$ cat src/rtl/regfile_write_arbiter.sv
// rtl/regfile_write_arbiter.sv - registered, handshaked arbiter for the shared regfile write port
// Processor has priority in NORMAL; a starvation counter forces test grants; TEST_OWN gives the port to test.
module regfile_write_arbiter #(
    parameter int STARVE_LIMIT = 4,
    parameter int CNT_W        = 4
) (
    input  logic             clock,
    input  logic             reset,
    input  logic             test,
    input  logic             p_valid,
    input  logic [4:0]       p_writeReg,
    input  logic [31:0]      p_data,
    output logic             p_ready,
    input  logic             t_valid,
    input  logic [4:0]       t_writeReg,
    input  logic [31:0]      t_data,
    output logic             t_ready,
    output logic             ctrl_writeEnable,
    output logic [4:0]       ctrl_writeReg,
    output logic [31:0]      data_writeReg,
    output logic             test_active,
    output logic [CNT_W-1:0] starve_grants
);

    typedef enum logic [1:0] {
        NORMAL   = 2'd0,
        DRAIN    = 2'd1,
        TEST_OWN = 2'd2
    } state_t;

    localparam logic [CNT_W-1:0] LIMIT = CNT_W'(STARVE_LIMIT);

    state_t            state_q, state_d;
    logic [CNT_W-1:0]  starve_cnt_q, starve_cnt_d;
    logic [CNT_W-1:0]  grants_q, grants_d;
    logic              we_q, we_d;
    logic [4:0]        reg_q, reg_d;
    logic [31:0]       data_q, data_d;
    logic              force_grant;

    always_comb begin
        force_grant = (state_q == NORMAL) && (starve_cnt_q == LIMIT);
        p_ready     = 1'b0;
        t_ready     = 1'b0;
        case (state_q)
            NORMAL: begin
                p_ready = p_valid && !force_grant;
                t_ready = t_valid && (!p_valid || force_grant);
            end
            TEST_OWN: t_ready = t_valid;
            default: ;
        endcase
    end

    always_comb begin
        state_d      = state_q;
        starve_cnt_d = starve_cnt_q;
        grants_d     = grants_q;
        we_d         = 1'b0;
        reg_d        = reg_q;
        data_d       = data_q;

        // Register 0 transfers are consumed but never reach the regfile.
        if (p_ready) begin
            we_d   = |p_writeReg;
            reg_d  = p_writeReg;
            data_d = p_data;
        end else if (t_ready) begin
            we_d   = |t_writeReg;
            reg_d  = t_writeReg;
            data_d = t_data;
        end

        case (state_q)
            NORMAL: begin
                if (test)
                    state_d = DRAIN;
                if (t_valid && !t_ready && starve_cnt_q != LIMIT)
                    starve_cnt_d = starve_cnt_q + 1'b1;
                else
                    starve_cnt_d = '0;
                if (force_grant && t_ready && grants_q != {CNT_W{1'b1}})
                    grants_d = grants_q + 1'b1;
            end
            DRAIN: begin
                // One idle cycle lets the last NORMAL write retire before test owns the port.
                if (test) begin
                    state_d      = TEST_OWN;
                    starve_cnt_d = '0;
                end else begin
                    state_d = NORMAL;
                end
            end
            TEST_OWN: begin
                starve_cnt_d = '0;
                if (!test)
                    state_d = NORMAL;
            end
            default: state_d = NORMAL;
        endcase
    end

    always_ff @(posedge clock or posedge reset) begin
        if (reset) begin
            state_q      <= NORMAL;
            starve_cnt_q <= '0;
            grants_q     <= '0;
            we_q         <= 1'b0;
            reg_q        <= '0;
            data_q       <= '0;
        end else begin
            state_q      <= state_d;
            starve_cnt_q <= starve_cnt_d;
            grants_q     <= grants_d;
            we_q         <= we_d;
            reg_q        <= reg_d;
            data_q       <= data_d;
        end
    end

    assign ctrl_writeEnable = we_q;
    assign ctrl_writeReg    = reg_q;
    assign data_writeReg    = data_q;
    assign test_active      = (state_q == TEST_OWN);
    assign starve_grants    = grants_q;

endmodule

$ cat config.mk
export PLATFORM = sky130hd
export DESIGN_NAME = regfile_write_arbiter
export DESIGN_NICKNAME = d
export VERILOG_FILES = /design/src/rtl/regfile_write_arbiter.sv
export SDC_FILE = /design/constraint.sdc
export NUM_CORES = 1
export LEC_CHECK = 0
export CORE_ASPECT_RATIO = 0.8
export CORE_UTILIZATION = 43
export DETAILED_ROUTE_END_ITERATION = 6
export GPL_ROUTABILITY_DRIVEN = 0
export PLACE_DENSITY = 0.86
export SYNTH_ARGS = -nofsm -noshare
export SYNTH_HDL_FRONTEND = slang
export SYNTH_SLANG_ARGS = --single-unit
$ cat constraint.sdc
create_clock -name clock -period 3.35 [get_ports clock]
set_input_delay 0.67 -clock clock [delete_from_list [all_inputs] [get_ports clock]]
set_output_delay 0.67 -clock clock [all_outputs]
set_load 0.02 [all_outputs]
==> results list <==
- The flow ran to the end, and the final reports show no timing, DRC or antenna violations.
- Number of antenna diodes: 0
- Syn. warnings: 0
- The area growth from synthesis to layout is 56.4%.
- Switching power: 0.00126 W
- In this design, the stage delay of the slowest critical-path cell is 620 ps.
- Share of cell area taken by muxes after synthesis: 16.2%
* Final HPWL from detailed placement: 4380 um
- Largest family of logic cells by synthesized area: multiplexers
- The tree is rooted in a clkbuf_8.
* Synth Cell Area: 2420 um^2
- Placeable Area: 5440 um^2
* Crit path time final: 2870 ps
- After detailed routing, the number of vias per cell comes to 4.86.
- Share of layout cells above drive strength 1: 4.87%
- VDD sags by at most 0.714 mV.
- Number of flip-flops and latches in the synthesized netlist: 48
- Hold repair after CTS inserted 0 buffers.
* Basic-gate share of the synthesized area counting and, or, nand and nor cells: 11.9%
- In the routed design, unresolved DRC markers number 0.
- After detailed routing, the average wire length per cell comes to 13.8 um.
- Synthesis handed over a netlist of 228 instances.
* Antenna violations before repair: 0
* Share of power burned in the clock network: 14.1%
- Setup slack on the worst flop-to-flop path: 820 ps
* Number of nets in the synthesized netlist: 313
* Post-route clock period utilization: 85.8%
* Total die area: 5940 um^2
- The clock drives 48 sinks.
- At the pin with the least slew margin, the transition time is 989 ps.
* Element type at the critical path end: primary output
- Min-delay worst type: reg2reg
- The first global-routing pass estimated 9630 um of wire.
- Synth Area in Compound Gates: 12.4%
- The clock tree synthesis step divided the H-tree into 2 levels.
- TritonCTS built the clock tree.
- Clock insertion delay at the later pin of the skew report: 300 ps
* Critical path fanouts, max: 9
- Share of total power in sequential cells: 30.6%
- Chip Height: 69.1 um
- In this run, the number of DRC markers left after iteration 0 of detailed routing was 130.
- In this run the cell area measured after placement is 3660 um^2.
- After clock tree synthesis, the clock-pin slew on the worst setup and hold paths is 90 ps.
* Final-layout worst hold slack: 539 ps
- Count of standard-cell rows: 24
- In this run the remaining antenna-violating nets after routing total 0.
- RSZ-0062 raised after global routing: no
- Routed wire length: 5890 um
- Net switching is 39.4% of the power.
- Measured along the x axis, the die boundary spans 85.9 um.
* Number of cells upsized or downsized after cts: 0
- The count of final hold-check violations came to 0.
* Final total power: 0.00319 W
- Overall fraction of global-route tracks in use: 20.7%
* Final setup skew: 5.42 ps
* Fraction of the mapped netlist area in adder cells: 3.10%
* Xor/xnor cell area share of the yosys netlist: 1.09%
- TritonCTS Buffers: 5
* Minimum setup slack after placement: 559 ps
* DRT Pass-1 Iters: 4
- Initial Utilization: 44.5%
- Synthesis instantiated 35 different standard cells from the library.
- Worst max-slew margin expressed relative to the limit: 34.0%
- Setup-violating endpoint count in the final report: 0
- 124 I/O pins were placed.
- The slowest stage of the critical path is the clkdlybuf4s50_1 cell.
* Startpoint Class: flip-flop
- The internal portion of the total power is 0.00194 W.
- By startpoint and endpoint, the worst setup path is classified as reg2out.
- P_leak: 1.70 nW
* Final-stage net count: 433
- Entering global routing, the biggest net connects 69 pins.
* Worst path cell trace: inv_1 > ha_1 > nand3_2 > inv_2 > clkdlybuf4s50_1
* GR Overflow Total: 0
- Data arrives at the worst endpoint at 2200 ps.
- The clock passes through at most 2 buffers.
- Timing would allow up to 348 MHz.
* Via count of the first global-routing pass: 2054
- Number of buffers added on ports: 123
* PwrDens: 844 nW/um^2
- Post-route setup slack: 476 ps
- Final sum of negative setup slack: 0 ps
* Register area share after synthesis: 49.6%
- The routed layout has 2075 vias.
- Max-cap violations: 0
* Post-Synthesis Mean Instance Area: 10.6 um^2
- CP Data Required Time: 2680 ps
* Max-slew violation total from the final report: 0
* Number of buffers added for setup after CTS: 0
- Per report_power, the combinational group accounts for 55.3% of the total.
- After routing the design area is 3790 um^2.
-- area by class of cell --
cell class	instances	area, um^2
Tap cell	78	97.6
Fill cell	434	1650
Clock buffer	7	96.3
Clock inverter	1	30.0
Timing Repair Buffer	125	1250
Sequential cell	48	1200
Multi-Input combinational cell	161	1090
Inverter	7	26.3
-- cells in the mapped netlist, drive strengths merged --
cell type,instances,area (um^2)
dfrtp,48,1200
a21oi,6,30.0
a311oi,1,26.3
or4,3,22.5
clkbuf,2,10.0
nand2b,2,12.5
o22ai,1,6.26
nor2b,2,12.5
nand3b,2,27.5
buf,10,103
inv,7,26.3
mux2i,38,380
o21ai,40,204
nand3,3,20.0
xnor2,2,17.5
nand4,2,12.5
nand2,39,146
and3,1,6.26
mux2,1,11.3
o31ai,2,15.0
or3,1,6.26
o31a,1,8.76
nor2,6,22.5
xor2,1,8.76
o2bb2ai,1,8.76
ha,6,75.1
-- routing by layer --
layer / part of all wire, % / vias to the layer above / global-route usage [%] / routed length [um]
met4: 1.1 / 0 / 6.30 / 62
met2: 46 / 89 / 33.0 / 2710
li1: - / 1032 / - / -
met5: 0 / - / 0 / 0
met1: 46 / 948 / 27.5 / 2700
met3: 7.1 / 6 / 5.75 / 417
-- logic make-up (layout without fill, tap and decap cells) --
kind of cell             Yosys count  in the layout
AND/OR/NAND/NOR                   61             61
AO/OA/AOI/OAI                     52             52
flip-flops                        48             48
multiplexers                      39             39
buffers and inverters             19            140
adder cells (fa/ha/maj)            6              6
XOR/XNOR                           3              3
-- state kept, by name, summed over array words and instances (netlist names) --
name	cells
data_writeReg	32
ctrl_writeEnable	1
starve_cnt_q	4
state_q	2
ctrl_writeReg	5
starve_grants	4
-- critical path: cells and delay by family, from the launching register on --
kind          cells  cell delay, ps
buf+inv           3             830
flops             1             410
fa+ha+maj         1             390
simple gates      1             270
-- power by group through the flow --
| stage | clock network, W | registers (W) | logic [W] |
|---|---|---|---|
| 3_5_place_dp | 0 | 0.000986 | 0.00178 |
| 3_3_place_gp | 0 | 0.000976 | 0.00173 |
| 2_1_floorplan | 0 | 0.00127 | 0.000812 |
| 4_1_cts | 0.000461 | 0.000980 | 0.00178 |
| 5_1_grt | 0.000496 | 0.00101 | 0.00191 |
| 6_report | 0.000450 | 0.000979 | 0.00176 |
-- cells in the final DEF, fill, tap and decap left out --
cell / synthesis / routed
clkdlybuf4s50_1: 0 / 123
dfrtp_1: 48 / 48
nand2_1: 39 / 39
mux2i_1: 38 / 38
o21ai_0: 24 / 24
o21ai_1: 15 / 15
clkbuf_8: 0 / 7
nor2_1: 6 / 6
a21oi_1: 6 / 6
ha_1: 6 / 6
inv_1: 6 / 5
or4_1: 3 / 3
inv_2: 1 / 2
nand4_1: 2 / 2
xnor2_1: 2 / 2
nand2b_1: 2 / 2
nand3_1: 2 / 2
o31ai_1: 2 / 2
nor2b_1: 2 / 2
buf_4: 1 / 2
nand3b_4: 1 / 1
nand3_2: 1 / 1
o21ai_4: 0 / 1
a311oi_4: 1 / 1
and3_1: 1 / 1
xor2_1: 1 / 1
mux2_2: 1 / 1
o31a_1: 1 / 1
o22ai_1: 1 / 1
nand3b_1: 1 / 1
o2bb2ai_1: 1 / 1
or3_1: 1 / 1
bufinv_16: 0 / 1
-- final timing paths --
path	depth (start not counted)	from	to
max in group asynchronous	2	reset	data_writeReg[8]
min in group asynchronous	2	reset	starve_grants[3]
hold / removal	1	starve_grants[0]	starve_grants[0]
setup reg to reg	6	state_q[0]	data_writeReg[16]
setup / recovery	5	state_q[0]	p_ready
hold reg to reg	1	starve_grants[0]	starve_grants[0]
-- metrics by stage --
stage	cells	utilization [%]
floorplan	228	-
global placement	419	67.3
detailed placement	419	67.3
CTS	427	69.7
global route	427	69.7
finish	427	69.7
No activity file was read; power rests on OpenSTA's default activity.
==> patch: new RTL, config.mk and constraints unchanged <==
Re-encode `state_t` (3 states) as one-hot, 3 bits wide.
--- a/src/rtl/regfile_write_arbiter.sv
+++ b/src/rtl/regfile_write_arbiter.sv
@@ -23,8 +23,8 @@
 );
 
-    typedef enum logic [1:0] {
-        NORMAL   = 2'd0,
-        DRAIN    = 2'd1,
-        TEST_OWN = 2'd2
+    typedef enum logic [2:0] {
+        NORMAL   = 3'b001,
+        DRAIN    = 3'b010,
+        TEST_OWN = 3'b100
     } state_t;
 
Formal check against the unedited RTL: same outputs for any inputs over 10 cycles, from zero or initial values and one cycle with reset high; not proved beyond that.
==> patch against the original RTL <==
- the flow now finishes with violations (design-rule violations)
- worst setup slack worse by 0.046 ns
- clock power is 27% lower
- synthesized cell count did not move
- via count up 1.4%
- total power fell by 12%
- wire length increased by 5.2%
- count of clock-buffer cells in the layout fell by 1
- critical endpoint unchanged
- sequential cell count up 1
- final area is 1.3% lower
- area after synthesis down 2.6%
- critical path type unchanged
- combinational power fell by 16%
==> patch: results (changes against the original RTL) <==
| Metric | Value |
|---|---|
| Max reg flops | `32 (unchanged)` |
| R2r worst-path depth | `6 (unchanged)` |
| Net Switching | `0.00107 W (-15%)` |
| Netlist cell types | `37 (+5.7%)` |
| Ranking of synthesized cells by area | `dfrtp_1 (51%), mux2i_1 (16%), a21oi_1 (8.3%), nor2_1 (6.7%), ha_1 (1.6%)` |
| GRT Overall Usage | `0.222 (+0.0152)` |
| Worst Skew | `0.00256 ns (-0.00286 ns)` |
| Vias in the first global route | `2066 (+0.58%)` |
| Pleak | `1.70 nW (about the same)` |
| Share of cells above drive strength 1 | `0.0541 (+0.00542)` |
| Num CTS Buffers | `5 (unchanged)` |
| Violated checks | `design-rule violations` |
| TNS Setup | `0 ns (unchanged)` |
| Initial antenna violation count | `0 (unchanged)` |
| Clock slew at reported path FFs | `around 0.080 ns` |
| Hold Vio Cnt, Final | `0 (unchanged)` |
| I/O Buffers | `123 (unchanged)` |
| YS warnings | `0 (unchanged)` |
| Post-CTS Setup Inserts | `0 (unchanged)` |
| Longest Clk Path Bufs | `2 (unchanged)` |
| Hold path depth | `1 (unchanged)` |
| Crit. Startpoint | `state_q[0]$_DFFE_PP1P_` |
| Worst min-delay path class | `register to register` |
| Hold_ws | `0.495 ns (-0.0437 ns)` |
| Root buf cell | `clkbuf_8` |
| Nets@finish | `432 (-0.23%)` |
| Share of flip-flops with an asynchronous set or reset | `1.00 (unchanged)` |
| Max VDD drop | `324 uV (-55%)` |
| CP Max Fanout | `6 (-3)` |
| First-pass GRT wire length | `9790 um (+1.7%)` |
| Synth cell count leaders | `dfrtp_1 (48), nor2_1 (42), a21oi_1 (39)` |
| Synth Net Count | `310 (-0.96%)` |
| Ant. Diodes | `0 (unchanged)` |
| Remaining DRCs | `10 (+10)` |
| Worst skew pair latency | `just under 0.3 ns` |
| Drt pass-1 iters | `6 (+2)` |
| Setup slack, reg-to-reg | `0.94 ns (+0.12 ns)` |
| Relative slew slack | `0.342 (+0.00225)` |
| End point of the critical path | `p_ready` |
| Post-DP HPWL | `4730 um (+7.9%)` |
| Htree depth | `2 (unchanged)` |
| DR vias/cell | `5.09 (+4.8%)` |
| Largest net degree at the start of global routing | `76 (+10%)` |
| Post_cts resized | `0 (unchanged)` |
| Worst reg2reg path endpoint | `data_writeReg[2]$_DFFE_PP0P_` |
| WL/cell | `15.0 um (+8.8%)` |
| Sequential area share after synthesis | `0.521 (+0.0246)` |
| Primary FF master, synth | `dfrtp_1` |
| CP Data Arrival Time | `2.25 ns (+0.05 ns)` |
| Critical path's largest stage delay | `0.62 ns (about the same)` |
| Initial drt markers | `122 (-6.2%)` |
| HP Start | `starve_grants[3]$_DFFE_PP0P_` |
| Status | `finished, violations left` |
| Slowest CP cell | `clkdlybuf4s50_1` |
| Hold EP | `starve_grants[3]$_DFFE_PP0P_` |
patch: power by group through the flow:
stage	clock network, W	logic [W]	registers [W]
2_1_floorplan	0	0.000496	0.00129
3_3_place_gp	0	0.00146	0.000989
3_5_place_dp	0	0.00149	0.00101
4_1_cts	0.000341	0.00149	0.000999
5_1_grt	0.000365	0.00159	0.00103
6_report	0.000328	0.00147	0.000995
patch: worst max-delay path: cells and delay by family (launching register included):
kind / cells / cell delay (ns)
buf+inv: 2 / 0.70
flops: 1 / 0.57
simple gates: 2 / 0.69
patch: cell type report:
| class | instances | area [um^2] |
|---|---|---|
| well taps | 62 | 77.6 |
| inverters | 6 | 22.5 |
| clock buffers | 6 | 72.6 |
| multi-input cells | 161 | 1070 |
| repair buffers | 127 | 1260 |
| flip-flops and latches | 49 | 1230 |
| fillers | 407 | 1410 |
| clock inverters | 2 | 10.0 |
patch: stage by stage:
stage,std cells,total power (W),util,area [um^2],worst slack [ns]
final,413,0.00280,0.726,3740,0.430
after global routing,413,0.00298,0.726,3740,0.257
after CTS,413,0.00283,0.726,3740,0.387
after detailed placement,405,0.00250,0.709,3650,0.639
after global placement,405,0.00245,0.709,3650,0.672
after floorplan,228,0.00178,-,2360,1.11
patch: layer usage:
metal / track usage / share of wire / up-vias
li1: - / - / 1035
met1: 0.269 / 0.41 / 984
met2: 0.402 / 0.50 / 81
met4: 0.0572 / 0.011 / 0
met5: 0 / 0 / -
met3: 0.0603 / 0.083 / 4
patch: kinds of logic after synthesis:
kind of cell	synth area share
adders and majority gates	0.0159
AOI/OAI and AO/OA	0.119
DFF	0.521
muxes	0.163
buffers and inverters	0.0340
and+or+nand+nor	0.135
xor gates and xnor gates	0.0111
